File: src/rtl/timer_arbiter.sv
// timer_arbiter: shares one terminal-count timer among N requesters.
// Grants are round-robin. The winner's period is captured when the grant is
// issued, the shared counter runs up to that value, and the winner then gets a
// one-cycle done pulse. If the winner drops its request while the timer is
// counting, the interval is aborted and no done pulse is sent.
module timer_arbiter #(
  parameter int unsigned N     = 4,
  parameter int unsigned WIDTH = 8
) (
  input  logic               clk,
  input  logic               rst,
  input  logic [N-1:0]       req,
  input  logic [N*WIDTH-1:0] period,
  output logic [N-1:0]       grant,
  output logic [N-1:0]       done,
  output logic               busy,
  output logic [WIDTH-1:0]   count
);

  localparam int unsigned PW = (N > 1) ? $clog2(N) : 1;

  typedef enum logic [1:0] {
    S_IDLE,
    S_COUNT,
    S_DONE
  } state_e;

  state_e           state_q,  state_d;
  logic [N-1:0]     grant_q,  grant_d;
  logic [N-1:0]     done_q,   done_d;
  logic             busy_q,   busy_d;
  logic [WIDTH-1:0] count_q,  count_d;
  logic [WIDTH-1:0] period_q, period_d;
  logic [PW-1:0]    ptr_q,    ptr_d;
  logic [PW-1:0]    owner_q,  owner_d;

  logic             pick_valid;
  logic [PW-1:0]    pick_idx;
  logic [PW-1:0]    ptr_after_owner;
  int unsigned      scan_idx;

  // Round-robin pick: first set request scanning upward from the pointer, wrapping
  always_comb begin
    pick_valid = 1'b0;
    pick_idx   = '0;
    scan_idx   = 0;
    for (int unsigned i = 0; i < N; i++) begin
      scan_idx = (32'(ptr_q) + i) % N;
      if (!pick_valid && req[scan_idx]) begin
        pick_valid = 1'b1;
        pick_idx   = PW'(scan_idx);
      end
    end
  end

  // Pointer value used after the current owner finishes or aborts
  always_comb begin
    ptr_after_owner = PW'((32'(owner_q) + 32'd1) % N);
  end

  // Next-state and registered-output computation
  always_comb begin
    state_d  = state_q;
    grant_d  = grant_q;
    done_d   = '0;
    busy_d   = busy_q;
    count_d  = count_q;
    period_d = period_q;
    ptr_d    = ptr_q;
    owner_d  = owner_q;

    unique case (state_q)
      S_IDLE: begin
        grant_d = '0;
        busy_d  = 1'b0;
        count_d = '0;
        if (pick_valid) begin
          state_d  = S_COUNT;
          grant_d  = {{(N-1){1'b0}}, 1'b1} << pick_idx;
          owner_d  = pick_idx;
          period_d = period[pick_idx*WIDTH +: WIDTH];
          busy_d   = 1'b1;
        end
      end

      S_COUNT: begin
        // An abort is checked before the terminal count so that it takes
        // priority when both happen in the same cycle.
        if (!req[owner_q]) begin
          state_d = S_IDLE;
          grant_d = '0;
          busy_d  = 1'b0;
          count_d = '0;
          ptr_d   = ptr_after_owner;
        end else if (count_q == period_q) begin
          state_d = S_DONE;
          done_d  = grant_q;
          grant_d = '0;
          busy_d  = 1'b0;
          count_d = '0;
          ptr_d   = ptr_after_owner;
        end else begin
          count_d = count_q + 1'b1;
        end
      end

      S_DONE: begin
        state_d = S_IDLE;
        grant_d = '0;
        busy_d  = 1'b0;
        count_d = '0;
      end

      default: begin
        state_d = S_IDLE;
        grant_d = '0;
        busy_d  = 1'b0;
        count_d = '0;
      end
    endcase
  end

  // State and output registers with asynchronous active-low reset
  always_ff @(posedge clk or negedge rst) begin
    if (!rst) begin
      state_q  <= S_IDLE;
      grant_q  <= '0;
      done_q   <= '0;
      busy_q   <= 1'b0;
      count_q  <= '0;
      period_q <= '0;
      ptr_q    <= '0;
      owner_q  <= '0;
    end else begin
      state_q  <= state_d;
      grant_q  <= grant_d;
      done_q   <= done_d;
      busy_q   <= busy_d;
      count_q  <= count_d;
      period_q <= period_d;
      ptr_q    <= ptr_d;
      owner_q  <= owner_d;
    end
  end

  assign grant = grant_q;
  assign done  = done_q;
  assign busy  = busy_q;
  assign count = count_q;

endmodule

File: config.mk
export PLATFORM = sky130hd
export DESIGN_NAME = timer_arbiter
export DESIGN_NICKNAME = d
export VERILOG_FILES = /design/src/rtl/timer_arbiter.sv
export SDC_FILE = /design/constraint.sdc
export NUM_CORES = 1
export LEC_CHECK = 0
export ABC_AREA = 1
export BUFFER_PORTS_ARGS = -buffer_cell sky130_fd_sc_hd__buf_4
export CORE_AREA = 3 3 63 65
export DETAILED_ROUTE_END_ITERATION = 10
export DIE_AREA = 0 0 66 68
export PLACE_DENSITY = 0.83
export SYNTH_ARGS = -nofsm -noshare
export SYNTH_HDL_FRONTEND = slang
export SYNTH_SLANG_ARGS = --single-unit
File: constraint.sdc
create_clock -name clk -period 4.75 [get_ports clk]
set_input_delay 0.2375 -clock clk [delete_from_list [all_inputs] [get_ports clk]]
set_output_delay 0.2375 -clock clk [all_outputs]
set_load 0.01 [all_outputs]
### After elaboration in Yosys (flattened, before gate mapping)

Index checks and enable logic that the tools add are counted.

| word-level totals | value |
|---|---|
| register bits | 31 |
| latch bits | 0 |
| bits in writable memories | 0 |
| ROM bits | 0 |
| input port bits | 38 |
| memories | 0 |

| cells by class | value |
|---|---|
| $add $sub $neg | 5 |
| $mul | 0 |
| divide/modulo/power cells | 0 |
| magnitude comparators | 5 |
| equal/unequal tests | 5 |
| shift operators | 2 |
| multiplexer cells | 38 |
| bitwise logic cells | 0 |
| reductions and logical operators | 10 |

Operators with widths:

| cell | count |
|---|---|
| indexed part select 32 x 6 -> 8 bit | 1 |
| two-way mux 4 bit | 6 |
| two-way mux 8 bit | 3 |
| two-way mux 2 bit | 9 |
| less-than comparator 2 x 3 -> 1 bit, second input constant | 5 |
| two-way mux 1 bit | 12 |
| binary-select mux 1 bit (select 2 bit) | 5 |
| adder 8 x 1 -> 8 bit, second input constant | 1 |
| equality test 8 bit | 1 |
| case mux 4 bit (2 select lines) | 1 |
| AND reduction 2 bit | 3 |
| adder 2 x 1 -> 2 bit, second input constant | 2 |
| adder 2 bit, second input constant | 2 |
| case mux 2 bit (2 select lines) | 1 |
| << shifter 1 x 2 -> 4 bit, first input constant | 1 |
| logical AND 1 bit | 3 |
| zero test 1 bit | 3 |
| != test 3 bit, second input constant | 1 |
| equality test 2 x 1 -> 1 bit, second input constant | 1 |
| zero test 2 bit | 1 |
| != test 2 x 1 -> 1 bit, second input constant | 1 |
| != test 2 bit, second input constant | 1 |
| case mux 1 bit (2 select lines) | 1 |

### Depth between registers and ports, before layout

Gate-level depths: netlist (run 1).

| depth | value |
|---|---|
| depth in word-level cells | 15 |
| mapped depth | 14 |
| mapped depth without buffers | 13 |

### Worst setup path before layout (run 1)

No wires, ideal clock.

| timing path | value |
|---|---|
| kind | reg-to-reg |
| from | reg ptr_q[0] |
| to | reg busy_q (netlist: busy) |
| arrival time | 1516 ps |
| required time | 4631 ps |
| path slack | 3115 ps |
| cell stages (with the launch flop) | 12 |
| path buffers | 2 |
| clock period less this slack | 1635 ps |
| path through | dfrtp_1 buf_4 nand2_1 nand2_2 nand2_1 nand2_2 nor2_4 nand3_4 nand2_1 inv_2 buf_2 o21a_1 |

| on the way | value |
|---|---|
| longest elaborated chain between the ends | 14 |
| elaborated cells between the ends (all ways) | 23 |

Ends and longest elaborated chain:

| element | RTL line | RTL |
|---|---|---|
| start: declaration | 34 | `logic [PW-1:0] ptr_q, ptr_d;` |
| start signal: assignment | 141 | `ptr_q <= ptr_d;` |
| parallel branches: the longest is 11 deep, another holds adder 2 x 1 -> 2 bit | n/a |  |
| two-way mux 1 bit (*) | 49 | `if (!pick_valid && req[scan_idx]) begin` |
| two-way mux 1 bit (*) | 77 | `if (pick_valid) begin` |
| case mux 1 bit (2 select lines) (*) | 72 | `unique case (state_q)` |
| end signal: assignment | 138 | `busy_q <= busy_d;` |
| end: declaration | 31 | `logic busy_q, busy_d;` |

Every way passes the cells marked *. The select of a mux whose other input is x is not followed.
A chain may end at the register's enable or synchronous reset.

### Worst setup path after layout (run 1)

| timing path | value |
|---|---|
| from | reg ptr_q[0] |
| to | reg grant_q[3] (netlist: grant[3]) |

| on the way | value |
|---|---|
| longest elaborated chain between the ends | 15 |
| elaborated cells between the ends (all ways) | 28 |

Ends and longest elaborated chain:

| element | RTL line | RTL |
|---|---|---|
| parallel branches: the longest is 13 deep, another holds adder 2 x 1 -> 2 bit | n/a |  |
| two-way mux 4 bit (*) | 77 |  |
| case mux 4 bit (2 select lines) (*) | 72 |  |
| end signal: assignment | 136 | `grant_q <= grant_d;` |
| end: declaration | 29 | `logic [N-1:0] grant_q, grant_d;` |

Marked as above.

==> impl_metrics.csv, run 1 <==
group,metric,value,unit
logic_synthesis,synth_fp_nets,288,
run_status,outcome,"completed",
logic_synthesis,synthesis.area,1890,um2
global_routing,grt_max_degree,32,
sta,slew_viol_final,0,
clock_network,insertion_delay,0.34,ns
sta,fin_crit_sh,0.506,
layout,final_cell_area,2360,um2
sta,fin_skew,0.00277,ns
setup_path,end_kind,"register",
sta,fin_crit,2.40,ns
floorplan,core-area,3390,um2
setup_path,cp_max_fo,18,
global_routing,antenna_found_initial,0,
sta,setup_viol,0,
sta,fmax,416,MHz
sta,hold_viol,0,
sta,setup_slack,2.35,ns
setup_path,crit_type,"register to register",
power,peakVddDrop,0.435,mV
sta,tns,0,ns
sta,tightest_slew,0.522,ns
global_routing,grt_use_total,0.209,
placed_design,pre_cts_slack,2.39,ns
placed_design,placed_cell_area,2300,um2
clock_network,cts.reportedPaths.clkPinSlew,0.10,ns
floorplan,die_h,68,um
sta,holdWs,0.234,ns
setup_path,cp_data_arrival_time,2.61,ns
clock_network,ctsRootBufferMaster,"clkbuf_4",
power,power_density,663,nW/um2
clock_network,cts_inserted_buffers,5,
routing,drc,0,
floorplan,row_count,21,
logic_synthesis,synth.ff_latch_count,31,
logic_synthesis,yosys.area.top_type,"dfrtp_1",
clock_network,cts_buffer_depth,2,
routing,via_count,1839,
min_path,hold_class,"input pin to register",
power,total_leakage_power,1.21,nW
global_routing,grt_pass1_vias,1641,
logic_synthesis,synth_cell_types,30,
placed_design,portBuffers,54,
logic_synthesis,syn_area_per_cell,7.59,um2
global_routing,grt_pass1_wl,7.15,mm
layout,antenna_cells,0,
layout,nFillCells,302,
clock_network,clock_sinks,31,
run,drv_cap,0,
floorplan,start_util,0.558,
logic_synthesis,yosys.area.top_type_share,0.410,
clock_network,cts_tree,"yes",
floorplan,chipWidth,66,um
placed_design,routabilityCongestion,0.843,
setup_path,critical_path.startpoint_type,"register",
layout,drive_gt1_frac,0.265,
floorplan,dieArea,4490,um2
clock_network,cts_resized,0,
routing,avgRoutedWirePerCell,12.8,um
logic_synthesis,synth_area_leaders,"dfrtp_1 41%, nand2_1 15%, nand3_1 8.7%, nand4_1 6.0%, xnor2_1 4.2%",
logic_synthesis,yosysSeqAreaShare,0.410,
routing,drtIter0Drc,119,
routing,avgViaCountPerCell,5.28,
layout,area_growth,24.8,%
clock_network,htreeDepth,2,
placed_design,hpwl,3.38,mm
global_routing,gr-total-overflow,0,
sta,slew_headroom,0.651,
routing,dr.pass1.iters,5,
sta,rsz0062_at_grt,"no",
logic_synthesis,synthCells,249,
floorplan,ios,55,
layout,nNetsFinal,340,
setup_path,required,4.96,ns
routing,ant_nets,0,
logic_synthesis,ys_warn_count,0,
routing,routed_wl,4.47,mm
synth_stat cells, drive strengths merged:
| library cell | number |
|---|---|
| nand2 | 81 |
| nand3 | 37 |
| dfrtp | 31 |
| inv | 21 |
| nand4 | 18 |
| nor2 | 17 |
| buf | 9 |
| xnor2 | 9 |
| o21ai | 6 |
| o22ai | 4 |
| nor3b | 3 |
| a21oi | 2 |
| nor3 | 2 |
| xor2 | 2 |
| a22oi | 1 |
| a31oi | 1 |
| and3 | 1 |
| clkbuf | 1 |
| ha | 1 |
| o21a | 1 |
| or2 | 1 |
metal layers:
metal,track usage,up-vias,routed length [um]
met2,0.352,67,2100
met4,0.0787,0,76
met5,0,-,0
met3,0.0427,7,286
li1,-,924,-
met1,0.266,841,2010
state kept, by name, summed over array words and instances (netlist names):
name,flops
busy,1
state_q,2
done,4
period_q,8
owner_q,2
ptr_q,2
count,8
grant,4
layout make-up:
class / count / area [um2] / share of cell area
clock inverter: 3 / 15.0 / 0.00637
inverter: 21 / 78.8 / 0.0334
multi-input combinational: 187 / 978 / 0.415
timing repair buffer: 55 / 415 / 0.176
tap: 46 / 57.6 / 0.0244
clock buffer: 5 / 37.5 / 0.0159
sequential: 31 / 776 / 0.329
worst paths after layout:
kind                                           end  depth (start not counted)  slack [ns]                    start
setup reg to reg              grant[3]$_DFFE_PN0P_                         11        2.35     ptr_q[0]$_DFFE_PN0P_
max in group asynchronous        done[0]$_DFF_PN0_                          2        4.12                      rst
hold / removal             period_q[3]$_DFFE_PN0P_                          5        0.23                period[3]
setup / recovery              grant[3]$_DFFE_PN0P_                         11        2.35     ptr_q[0]$_DFFE_PN0P_
hold reg to reg            period_q[7]$_DFFE_PN0P_                          2        0.52  period_q[7]$_DFFE_PN0P_
min in group asynchronous     ptr_q[0]$_DFFE_PN0P_                          2        0.35                      rst
layout by cell type, fill, tap and decap left out, types with 3 or more instances in the layout:
| cell | n |
|---|---|
| buf_4 | 54 |
| clkbuf_4 | 5 |
| clkinv_2 | 3 |
| dfrtp_1 | 31 |
| inv_1 | 16 |
| inv_2 | 5 |
| nand2_1 | 74 |
| nand2_2 | 6 |
| nand3_1 | 33 |
| nand3_4 | 3 |
| nand4_1 | 18 |
| nor2_1 | 16 |
| nor3b_1 | 3 |
| o21ai_0 | 4 |
| o22ai_1 | 4 |
| xnor2_1 | 9 |
cell families after synthesis:
| logic type | Yosys count | synth area share |
|---|---|---|
| flip-flops | 31 | 0.410 |
| AO/OA/AOI/OAI | 15 | 0.0457 |
| XOR/XNOR | 11 | 0.0510 |
| adder cells (fa/ha/maj) | 1 | 0.00662 |
| buffers and inverters | 31 | 0.0721 |
| AND/OR/NAND/NOR | 160 | 0.414 |
worst max-delay path: stages (launching register included):
cell and delay [ns]:
dfrtp_1 0.60, inv_2 0.17, nand2_1 0.11, nand2_2 0.08, nand2_1 0.07, nand2_2 0.08
nor2_4 0.13, nand3_4 0.22, nand2_1 0.38, inv_2 0.20, nand3_1 0.16, o22ai_1 0.09
report_power, final:
part	leakage, nW	total [mW]	internal [mW]	switching (mW)
sequential	0.405	0.429	0.347	0.0819
clock	0.0347	0.148	0.0549	0.0932
combinational	0.775	0.986	0.345	0.641
stage by stage:
stage / utilization / power [mW] / instances
5_1_grt: 0.696 / 1.71 / 348
2_1_floorplan: - / 1.23 / 249
3_5_place_dp: 0.677 / 1.41 / 339
4_1_cts: 0.696 / 1.56 / 348
3_3_place_gp: 0.677 / 1.39 / 339
6_report: 0.696 / 1.56 / 348
timing repair:
item,in CTS,in global routing
hold buffers,1,0
hold endpoints to repair,31,0
buffers inserted,0,0
(Power assumes the default switching activity.)
==> run 2, diff against run 1 <==
==> config.mk (replaced) <==
export PLATFORM = sky130hd
export DESIGN_NAME = timer_arbiter
export DESIGN_NICKNAME = d
export VERILOG_FILES = /design/src/rtl/timer_arbiter.sv
export SDC_FILE = /design/constraint.sdc
export NUM_CORES = 1
export LEC_CHECK = 0
export ABC_AREA = 0
export BUFFER_PORTS_ARGS = -buffer_cell sky130_fd_sc_hd__buf_4
export CORE_AREA = 3 3 65 67
export DETAILED_ROUTE_END_ITERATION = 10
export DIE_AREA = 0 0 68 70
export PLACE_DENSITY = 0.74
export SYNTH_ARGS = -nofsm -noshare
export SYNTH_HDL_FRONTEND = slang
export SYNTH_SLANG_ARGS = --single-unit
==> constraint.sdc (replaced) <==
create_clock -name clk -period 2.2 [get_ports clk]
set_input_delay 0.11 -clock clk [delete_from_list [all_inputs] [get_ports clk]]
set_output_delay 0.11 -clock clk [all_outputs]
set_load 0.01 [all_outputs]
==> run 2 against run 1 <==
Net effect: area after synthesis down 14%; hold slack worse by 0.084 ns; combinational power up 8%; non-clock buffer count up 3; largest power group unchanged; total power up 58%; critical path type unchanged; global-route usage down 4.6 points; largest cell class unchanged.
==> impl_metrics.csv, run 2 <==
group,metric,value,unit
run_status,outcome,"completed",
sta,fin_crit,1.98,ns
sta,slew_headroom,0.724,
sta,slew_viol_final,0,
routing,dr.pass1.iters,4,
logic_synthesis,yosysMostFrequentCell,"dfrtp_1",
logic_synthesis,yosys.area.top_type_share,0.475,
logic_synthesis,synth_common_cells,"31 x dfrtp_1, 14 x xor2_1, 12 x nor2_1",
logic_synthesis,synth_fp_nets,179,
placed_design,dp.cells,240,
sta,tns,0,ns
clock_network,cts_buffer_depth,2,
clock_network,cts_resized,0,
sta,holdWs,0.150,ns
global_routing,grt_max_degree,32,
power,peakVddDrop,0.513,mV
clock_network,cts_hold_buf,1,
clock_network,ctsRootBufferMaster,"clkbuf_8",
logic_synthesis,synthesis.area,1630,um2
layout,multi_input_area,825,um2
logic_synthesis,ys_warn_count,0,
floorplan,die_h,70,um
sta,setup_slack,0.217,ns
setup_path,cp_max_fo,19,
clock_network,clock_sinks,31,
routing,ant_nets,0,
clock_network,cts.reportedPaths.clkPinSlew,0.06,ns
floorplan,core-area,3690,um2
routing,routed_wl,3.62,mm
routing,drc,0,
placed_design,pre_cts_slack,0.232,ns
routing,avgRoutedWirePerCell,14.5,um
floorplan,dieArea,4760,um2
sta,rsz0062_at_grt,"no",
run,drv_cap,0,
setup_path,end_kind,"register",
sta,setup_viol,0,
logic_synthesis,synth.ff_latch_count,31,
global_routing,grt_pass1_vias,1300,
placed_design,hpwl,2.84,mm
floorplan,ios,55,
power,total_leakage_power,1.12,nW
floorplan,start_util,0.443,
clock_network,cts_tree,"yes",
setup_path,cp_data_arrival_time,2.14,ns
global_routing,grt_use_total,0.163,
layout,area_growth,36.2,%
placed_design,routabilityCongestion,0.783,
setup_path,cp_slowest_cell,"dfrtp_1",
logic_synthesis,synth-async-reset-ratio,1.00,
layout,fin_cells,249,
layout,mostFrequentLayoutCells,"56 x buf_4, 31 x dfrtp_1, 14 x xor2_1",
setup_path,required,2.36,ns
logic_synthesis,synth_edf_count,0,
placed_design,portBuffers,54,
logic_synthesis,synthCells,140,
routing,avgViaCountPerCell,5.19,
setup_path,crit_chain,"mux2_4 > o221ai_4 > buf_12 > mux2_2 > a221o_1",
floorplan,chipWidth,68,um
routing,via_count,1292,
layout,post-route-util,0.603,
sta,hold_viol,0,
layout,drive_gt1_frac,0.388,
logic_synthesis,synth_area_leaders,"dfrtp_1 47%, xor2_1 7.5%, mux2i_1 5.5%, mux2_2 5.5%, a221o_1 4.9%",
routing,drtIter0Drc,32,
clock_network,cts_setup_buffers,0,
layout,antenna_cells,0,
sta,tightest_slew,0.413,ns
global_routing,antenna_found_initial,0,
layout,regArea,776,um2
logic_synthesis,ys.flop_type,"dfrtp_1",
layout,nFillCells,327,
floorplan,row_count,22,
setup_path,slowest_delay,0.46,ns
setup_path,critical_path.startpoint_type,"register",
layout,nNetsFinal,239,
global_routing,grt_pass1_wl,5.91,mm
clock_network,htreeDepth,2,
sta,fmax,504,MHz
global_routing,gr-total-overflow,0,
power,power_density,1110,nW/um2
sta,fin_skew,0.00537,ns
setup_path,crit_type,"register to register",
layout,final_common_cell,"buf_4",
logic_synthesis,yosys.area.top_type,"dfrtp_1",
logic_synthesis,yosysSeqAreaShare,0.475,
logic_synthesis,synth_cell_types,33,
clock_network,insertion_delay,0.28,ns
clock_network,cts_inserted_buffers,5,
min_path,hold_class,"input pin to register",
sta,fin_crit_sh,0.901,
logic_synthesis,syn_area_per_cell,11.7,um2
run 2: cell types whose count changed after synthesis, moves of 6 or more:
cell | before | now
a221o_1 | 0 | 8
buf_2 | 7 | 0
inv_1 | 16 | 4
mux2_2 | 0 | 8
mux2i_1 | 0 | 9
nand2_1 | 74 | 2
nand2_2 | 6 | 0
nand3_1 | 33 | 5
nand4_1 | 18 | 0
nor3_1 | 2 | 8
xnor2_1 | 9 | 1
xor2_1 | 2 | 14
run 2: cell families (layout without fill, tap and decap cells):
kind of cell	count (synthesis)	after routing	synth area share
DFF	31	31	0.475
muxes	20	20	0.140
xor gates and xnor gates	15	15	0.0804
adders and majority gates	1	1	0.00766
AOI/OAI and AO/OA	25	25	0.142
buffers and inverters	9	70	0.0276
and+or+nand+nor	39	39	0.128
run 2: stage by stage:
stage               cell area [um2]  power (mW)
finish                         2230        2.48
CTS                            2230        2.50
global route                   2230        2.63
detailed placement             2120        2.01
floorplan                      1630        1.65
global placement               2120        1.96
run 2: worst max-delay path, delay by kind of cell, from the launching register on:
family	cells	cell delay, ns
muxes	2	0.69
buffers and inverters	1	0.19
AOI/OAI and AO/OA	2	0.51
DFF	1	0.46
run 2: per-layer routing:
layer	track usage	wire, um	up-vias
met5	0	0	-
met3	0.0338	208	4
met4	0.0773	47	0
met1	0.201	1560	609
li1	-	-	632
met2	0.264	1800	47
run 2: path summary, 6_finish.rpt:
path	startpoint	slack, ns	depth (start not counted)	end
worst min register to register	grant[3]$_DFFE_PN0P_	0.52	1	done[3]$_DFF_PN0_
worst min-delay path	req[0]	0.15	3	state_q[0]$_DFFE_PN0P_
max in group asynchronous	rst	1.61	2	state_q[1]$_DFFE_PN0P_
min in group asynchronous	rst	0.30	2	ptr_q[0]$_DFFE_PN0P_
worst max-delay path	ptr_q[1]$_DFFE_PN0P_	0.22	5	period_q[4]$_DFFE_PN0P_
worst max register to register	ptr_q[1]$_DFFE_PN0P_	0.22	5	period_q[4]$_DFFE_PN0P_
run 2: power breakdown:
part / internal, mW / switching [mW]
logic: 0.564 / 0.498
registers: 0.751 / 0.178
clock network: 0.285 / 0.201
run 2: layout make-up:
| cell class | instances | share of cell area |
|---|---|---|
| inverters | 4 | 0.00675 |
| well taps | 48 | 0.0270 |
| multi-input cells | 100 | 0.370 |
| clock buffers | 8 | 0.0450 |
| flip-flops and latches | 31 | 0.349 |
| repair buffers | 58 | 0.202 |
==> run 3, diff against run 2 <==
--- a/config.mk
+++ b/config.mk
@@ -7,10 +7,11 @@
 export LEC_CHECK = 0
 export ABC_AREA = 0
 export BUFFER_PORTS_ARGS = -buffer_cell sky130_fd_sc_hd__buf_4
-export CORE_AREA = 3 3 65 67
+export CAP_MARGIN = 40
+export CORE_AREA = 3 3 85 87
 export DETAILED_ROUTE_END_ITERATION = 10
-export DIE_AREA = 0 0 68 70
-export PLACE_DENSITY = 0.74
+export DIE_AREA = 0 0 88 90
+export PLACE_DENSITY = 0.47
 export SYNTH_ARGS = -nofsm -noshare
 export SYNTH_HDL_FRONTEND = slang
 export SYNTH_SLANG_ARGS = --single-unit
==> run 3 against run 2 <==
Net effect: register-to-register slack worse by 0.03 ns; routed wire length is 12% higher; clock-buffer cell count is 2 lower; cell count is 12% higher; combinational power hardly changed; hold slack better by 0.035 ns; cell area is 2.8% higher; utilization is 25 points lower; largest power group unchanged; highest routed layer unchanged.
==> impl_metrics.csv, run 3 (same netlist as run 2, synthesis figures left out) <==
group,metric,value,unit
run_status,outcome,"completed",
clock_network,cts_tree,"yes",
power,total_leakage_power,1.14,nW
min_path,hold_class,"input pin to register",
placed_design,pre_cts_slack,0.181,ns
sta,fin_crit_sh,0.916,
layout,mostFrequentLayoutCells,"57 x buf_4, 31 x dfrtp_1, 14 x xor2_1",
setup_path,ff2ff_path_depth,5,
sta,tns,0,ns
clock_network,cts.reportedPaths.clkPinSlew,0.07,ns
clock_network,insertion_delay,0.28,ns
sta,setup_slack,0.184,ns
sta,hold_viol,0,
floorplan,core-area,6420,um2
setup_path,critical_path.startpoint_type,"register",
floorplan,dieArea,7920,um2
sta,rsz0062_at_grt,"no",
setup_path,crit-reg2reg-launch,"ptr_q[1]$_DFFE_PN0P_",
routing,drc,0,
routing,via_count,1275,
clock_network,clock_sinks,31,
power,total_power,2.60,mW
setup_path,crit_path_end,"period_q[5]$_DFFE_PN0P_",
layout,final_common_cell,"buf_4",
layout,final_cell_area,2290,um2
routing,drtIter0Drc,36,
sta,slew_headroom,0.708,
layout,drive_gt1_frac,0.396,
setup_path,cp_max_fo,19,
sta,tightest_slew,0.439,ns
global_routing,grt_use_total,0.110,
layout,nNetsFinal,240,
layout,area_growth,40.0,%
setup_path,required,2.36,ns
setup_path,cp-startpoint,"ptr_q[1]$_DFFE_PN0P_",
global_routing,grt_max_degree,32,
global_routing,antenna_found_initial,0,
global_routing,gr-total-overflow,0,
clock_network,cts_inserted_buffers,5,
floorplan,ios,55,
placed_design,hpwl,3.10,mm
sta,holdWs,0.184,ns
run,drv_cap,0,
layout,post-route-util,0.356,
power,peakVddDrop,0.347,mV
setup_path,crit_type,"register to register",
routing,routed_wl,4.06,mm
placed_design,portBuffers,54,
setup_path,end_kind,"register",
routing,dr.pass1.iters,3,
global_routing,grt_pass1_wl,6.87,mm
layout,fin_cells,279,
sta,fin_skew,0.00669,ns
layout,antenna_cells,0,
placed_design,placed_cell_area,2160,um2
setup_path,cp_data_arrival_time,2.18,ns
placed_design,dp.cells,270,
clock_network,ctsRootBufferMaster,"clkbuf_8",
floorplan,start_util,0.254,
global_routing,grt_pass1_vias,1353,
power,power_density,1130,nW/um2
sta,setup_viol,0,
setup_path,regToRegEndpoint,"period_q[5]$_DFFE_PN0P_",
floorplan,chipWidth,88,um
sta,fin_crit,2.02,ns
sta,fmax,496,MHz
floorplan,die_h,90,um
routing,avgRoutedWirePerCell,14.5,um
setup_path,r2r_slack,0.18,ns
clock_network,htreeDepth,2,
routing,avgViaCountPerCell,4.57,
floorplan,row_count,29,
placed_design,routabilityCongestion,0.746,
clock_network,cts_resized,0,
sta,slew_viol_final,0,
routing,ant_nets,0,
clock_network,cts_buffer_depth,2,
[run 3: changes by cell type in the layout (fill, tap and decap cells not counted), sizes merged]
| cell | delta |
|---|---|
| clkbuf | -2 |
| buf | +1 |
| bufinv | +1 |
| clkinv | +1 |
[run 3: worst min-delay path by stage]
stage / startpoint / end / slack [ns] / cells past startpoint
finish: period[24] / period_q[0]$_DFFE_PN0P_ / 0.18 / 3
global route: period[26] / period_q[2]$_DFFE_PN0P_ / 0.19 / 3
detailed placement: rst / owner_q[0]$_DFFE_PN0P_ / 0.07 / 1
floorplan: rst / busy$_DFFE_PN0P_ / -0.19 / 0
CTS: period[24] / period_q[0]$_DFFE_PN0P_ / 0.18 / 3
global placement: rst / owner_q[0]$_DFFE_PN0P_ / 0.07 / 1
[run 3: layout make-up]
class | count | area, um2
Clock buffer | 6 | 82.6
Clock inverter | 2 | 35.0
Fill cell | 639 | 4140
Inverter | 4 | 15.0
Multi-Input combinational cell | 100 | 825
Sequential cell | 31 | 776
Tap cell | 77 | 96.3
Timing Repair Buffer | 59 | 458
[run 3: power by group]
part	switching (mW)	internal, mW
registers	0.174	0.751
logic	0.519	0.571
clock network	0.215	0.366
total	0.907	1.69
[run 3: worst max-delay path, stage by stage (launching register included)]
cell and delay (ns):
dfrtp_1 0.47, mux2_4 0.34, o221ai_4 0.20, buf_12 0.20, mux2_2 0.35, a221o_1 0.32
[run 3: timing repair]
| action | in CTS | in global routing |
|---|---|---|
| hold buffers | 1 | 0 |
| buffers inserted | 0 | 0 |
| hold endpoints to repair | 31 | 0 |
[run 3: routing by layer]
layer / track usage / wire (um) / vias up
met2: 0.175 / 1930 / 30
met4: 0.0499 / 67 / 0
li1: - / - / 643
met3: 0.0174 / 170 / 5
met5: 0 / 0 / -
met1: 0.145 / 1890 / 597
